==> config.mk <==
export PLATFORM = sky130hd
export DESIGN_NAME = uart_rx
export DESIGN_NICKNAME = d
export VERILOG_FILES = /design/src/rtl/uart_rx.sv
export SDC_FILE = /design/constraint.sdc
export NUM_CORES = 1
export LEC_CHECK = 0
export ABC_AREA = 1
export CAP_MARGIN = 20
export CORE_ASPECT_RATIO = 1.4
export CORE_MARGIN = 4
export CORE_UTILIZATION = 40
export CTS_CLUSTER_SIZE = 30
export DETAILED_ROUTE_END_ITERATION = 10
export HOLD_SLACK_MARGIN = 0.1
export PLACE_DENSITY = 0.62
export SYNTH_ARGS = -nofsm -noshare
export SYNTH_HDL_FRONTEND = slang
export SYNTH_SLANG_ARGS = --single-unit
==> constraint.sdc <==
create_clock -name clk50m -period 2.2 [get_ports clk50m]
set_clock_uncertainty 0.15 [all_clocks]
set_input_delay 0.44 -clock clk50m [delete_from_list [all_inputs] [get_ports clk50m]]
set_output_delay 0.44 -clock clk50m [all_outputs]
set_load 0.01 [all_outputs]
==> src/rtl/uart_rx.sv <==
// rtl/uart_rx.sv - 8-N-1 UART receiver with internal 16x oversample tick
module uart_rx #(
  parameter int CLK_DIV = 27
) (
  input  logic       clk50m,
  input  logic       reset_n,
  input  logic       rxd,
  output logic [7:0] rxdata,
  output logic       rxvalid,
  output logic       frame_err,
  output logic       busy
);

  typedef enum logic [2:0] {
    S_IDLE      = 3'd0,
    S_START     = 3'd1,
    S_DATA      = 3'd2,
    S_STOP      = 3'd3,
    S_WAIT_HIGH = 3'd4
  } state_t;

  localparam logic [7:0] TICK_LAST = 8'(CLK_DIV - 1);

  logic       r_sync1;
  logic       r_sync2;
  state_t     r_state;
  logic [7:0] r_tcnt;
  logic [3:0] r_scnt;
  logic [2:0] r_bidx;
  logic [7:0] r_sh;
  logic [7:0] r_rxdata;
  logic       r_rxvalid;
  logic       r_frame_err;
  logic       r_busy;

  logic       w_rxd_s;
  logic       w_tick;

  assign w_rxd_s   = r_sync2;
  assign w_tick    = (r_tcnt == TICK_LAST);

  assign rxdata    = r_rxdata;
  assign rxvalid   = r_rxvalid;
  assign frame_err = r_frame_err;
  assign busy      = r_busy;

  // Two-flop synchronizer; resets to the idle (high) line level.
  always_ff @(posedge clk50m or negedge reset_n) begin
    if (!reset_n) begin
      r_sync1 <= 1'b1;
      r_sync2 <= 1'b1;
    end else begin
      r_sync1 <= rxd;
      r_sync2 <= r_sync1;
    end
  end

  // Frame FSM with tick/sample counters, shift register and registered outputs.
  always_ff @(posedge clk50m or negedge reset_n) begin
    if (!reset_n) begin
      r_state     <= S_IDLE;
      r_tcnt      <= 8'd0;
      r_scnt      <= 4'd0;
      r_bidx      <= 3'd0;
      r_sh        <= 8'd0;
      r_rxdata    <= 8'h00;
      r_rxvalid   <= 1'b0;
      r_frame_err <= 1'b0;
      r_busy      <= 1'b0;
    end else begin
      r_rxvalid   <= 1'b0;
      r_frame_err <= 1'b0;
      // busy follows the state one cycle later
      r_busy      <= (r_state != S_IDLE);

      // tick divider free-runs; restarted when a start edge is seen
      if (w_tick) begin
        r_tcnt <= 8'd0;
        r_scnt <= r_scnt + 4'd1;
      end else begin
        r_tcnt <= r_tcnt + 8'd1;
      end

      case (r_state)
        S_IDLE: begin
          if (!w_rxd_s) begin
            r_tcnt  <= 8'd0;
            r_scnt  <= 4'd0;
            r_state <= S_START;
          end
        end

        S_START: begin
          // mid start bit: a high line here means the low was a glitch
          if (w_tick && (r_scnt == 4'd7)) begin
            if (w_rxd_s) begin
              r_state <= S_IDLE;
            end else begin
              r_scnt  <= 4'd0;
              r_bidx  <= 3'd0;
              r_state <= S_DATA;
            end
          end
        end

        S_DATA: begin
          // mid data bit: shift in at the MSB so the byte ends up LSB-first
          if (w_tick && (r_scnt == 4'd15)) begin
            r_sh   <= {w_rxd_s, r_sh[7:1]};
            r_bidx <= r_bidx + 3'd1;
            if (r_bidx == 3'd7) begin
              r_state <= S_STOP;
            end
          end
        end

        S_STOP: begin
          // mid stop bit: back to IDLE here so a back-to-back start is caught
          if (w_tick && (r_scnt == 4'd15)) begin
            if (w_rxd_s) begin
              r_rxdata  <= r_sh;
              r_rxvalid <= 1'b1;
              r_state   <= S_IDLE;
            end else begin
              r_frame_err <= 1'b1;
              r_state     <= S_WAIT_HIGH;
            end
          end
        end

        S_WAIT_HIGH: begin
          // a held-low (break) line must not retrigger frames
          if (w_rxd_s) begin
            r_state <= S_IDLE;
          end
        end

        default: begin
          r_state <= S_IDLE;
        end
      endcase
    end
  end

endmodule

==> results_dict.tcl <==
set metrics [dict create \
    final_cell_mix "nand2_1 (42), dfrtp_1 (37), inv_1 (19)" \
    power_frac_clock_pct 47.9 \
    end_kind "output pin" \
    ys_seq_area_share_pct 53.38 \
    grt_pass1_vias 1332 \
    wl_um 3136 \
    firstDrtPassIters 4 \
    yosys.cell_types.count 26 \
    sw_frac_of_total_pct 17.56 \
    rows 28 \
    die_y_um 88.10 \
    hpwl_um 2352 \
    maxSlewHeadroom_pct 63.64 \
    final_antenna_net_count 0 \
    cpMaxStageDelayCell "clkdlybuf4s50_1" \
    slew_viol_final 0 \
    nFillCells 427 \
    outcome "finished, final reports clean" \
    place_congestion 0.7745 \
    path_depth 1 \
    final_common_cell "nand2_1" \
    leakage_nw 0.9934 \
    cts_sinks 39 \
    tightestPinTransition_ns 0.5418 \
    clock_path_buffers 2 \
    path_clk_slew_ns 0.07 \
    reg2reg_depth 8 \
    wl_per_cell_um 11.83 \
    clk_latency_ns 0.29 \
    postCtsSetupBuffers 0 \
    period_needed_ns 1.794 \
    vdd_drop_max_mv 0.4315 \
    crit_required_ns 1.61 \
    yosysWarningCount 0 \
    placed_area_sq_um 2018 \
    grt_pass1_wl_um 5644 \
    powerDensity_nw_per_um2 661.6 \
    drt_iter0_drc 29 \
    setup_slack_ns 0.4058 \
    numCtsBuffers 5 \
    tns_ns 0 \
    crit_type "flop to output pin" \
    timing.hold.ws_ns 0.2082 \
    synth_fp_nets 192 \
    cts_resized 0 \
    numPortBuffers 13 \
    fin_crit_sh_pct 81.55 \
    syn_inst 184 \
    dp_slack_ns 0.4265 \
    io_pins 14 \
    crit_chain "clkdlybuf4s50_1" \
    syn_to_final_growth_pct 17.88 \
    max_freq_mhz 557.4 \
    setup_viol 0 \
    die_area_sq_um 5745 \
    max_cap_violations 0 \
    start_util_pct 42.19 \
    cp.arrival_ns 1.20 \
    combPwrFrac_pct 1.5 \
    grt_overflow 0 \
    cts_root_buf "clkbuf_8" \
    start_kind "flop" \
    post_route_cells_drive_above_1_share_pct 20.98 \
    grt_start_max_net_pins 40 \
    drc 0 \
    finalNetCount 212 \
    hold_viol_final 0 \
    grt_util_all_layers_pct 12.90 \
    cts_tree "yes" \
    hold_path_depth 0 \
    vias 1242 \
    h-tree-depth 2 \
    grt_antenna_before_repair 0 \
    netSwitchingPower_mw 0.2511 \
    postLayoutCellArea_sq_um 2161 \
    p_seq_share_pct 50.5 \
    worstHoldPathType "flop to flop" \
    diodes 0 \
    intPower_mw 1.179 \
    critPathMaxFanout 2 \
    post_synth.cell_area_avg_sq_um 9.962 \
    synth-seq-cells 39 \
    viasPerCell 4.687 \
    slowest_delay_ns 0.54 \
    path_delay_family "buffers and inverters" \
    core_sq_um 4344 \
    syn_area_sq_um 1833 \
    worst-path-buf-inv 1 \
    dieWidth_um 65.21 \
    rsz0062_at_grt "false" \
]
[flip-flops by register name, summed over array words and instances (netlist names), 3 cells and up]
register  count
rxdata        8
r_bidx        3
r_state       3
r_scnt        4
r_tcnt        8
r_sh          8
[cells in the mapped netlist (all sizes together)]
cell type,instances,area share (%)
nor2,19,5.0
xnor2,1,0.48
nand4,1,1.2
a22oi,1,0.41
dfrtp,37,51
dfstp,2,2.9
inv,21,4.6
nand2,47,11
nor3b,2,0.82
o21ai,24,10
ha,5,3.4
a21oi,3,0.82
xor2,5,2.4
nor3,5,2.6
nand3,9,3.1
buf,2,1.2
[per-layer routing]
| metal | vias up | GRT usage, % | part of all wire, % |
|---|---|---|---|
| met1 | 595 | 13.50 | 39 |
| met2 | 16 | 23.69 | 56 |
| met5 | - | 0 | 0 |
| li1 | 626 | - | - |
| met4 | 0 | 5.094 | 1.6 |
| met3 | 5 | 4.108 | 3.1 |
[kinds of logic after synthesis]
group           Yosys count  synth area share (%)
compound gates           28                 11.26
xor+xnor                  6                 2.867
fa+ha+maj                 5                 3.413
buf+inv                  23                 5.802
flops                    39                 53.38
simple gates             83                 23.28
[area by class of cell]
| class | count | area [sq um] | share of cell area (%) |
|---|---|---|---|
| well taps | 60 | 75.07 | 3.474 |
| repair buffers | 15 | 142.6 | 6.601 |
| flip-flops and latches | 39 | 978.4 | 45.28 |
| clock inverters | 2 | 60.06 | 2.779 |
| clock buffers | 6 | 72.57 | 3.358 |
| inverters | 21 | 83.83 | 3.880 |
| multi-input cells | 122 | 748.2 | 34.63 |
[through the flow]
step	total power [mW]	cells	util (%)
after detailed placement	0.7581	256	46.46
after CTS	1.454	265	49.74
after floorplan	0.7387	184	-
after global routing	1.499	265	49.74
final	1.430	265	49.74
after global placement	0.7577	256	46.46
[worst paths after layout]
path	endpoint	slack (ns)	startpoint
max	rxdata[6]	0.41	rxdata[6]
min	r_sync2	0.21	r_sync1
max reg2reg	r_state[1]	0.44	r_scnt[0]
min reg2reg	r_sync2	0.21	r_sync1
max in group asynchronous	r_sync1	0.97	reset_n
min in group asynchronous	rxdata[3]	0.58	reset_n
[power by group through the flow]
stage | logic [mW] | clock network [mW] | registers [mW]
detailed placement | 0.0219 | 0 | 0.736
floorplan | 0.00306 | 0 | 0.736
global placement | 0.0215 | 0 | 0.736
CTS | 0.0233 | 0.709 | 0.722
global route | 0.0264 | 0.750 | 0.722
finish | 0.0217 | 0.685 | 0.722
[timing repair]
item	in CTS	in global routing
hold buffers	1	0
setup endpoints to repair	0	0
endpoints found under the hold margin	37	0
Power figures use the tool's default switching activity.
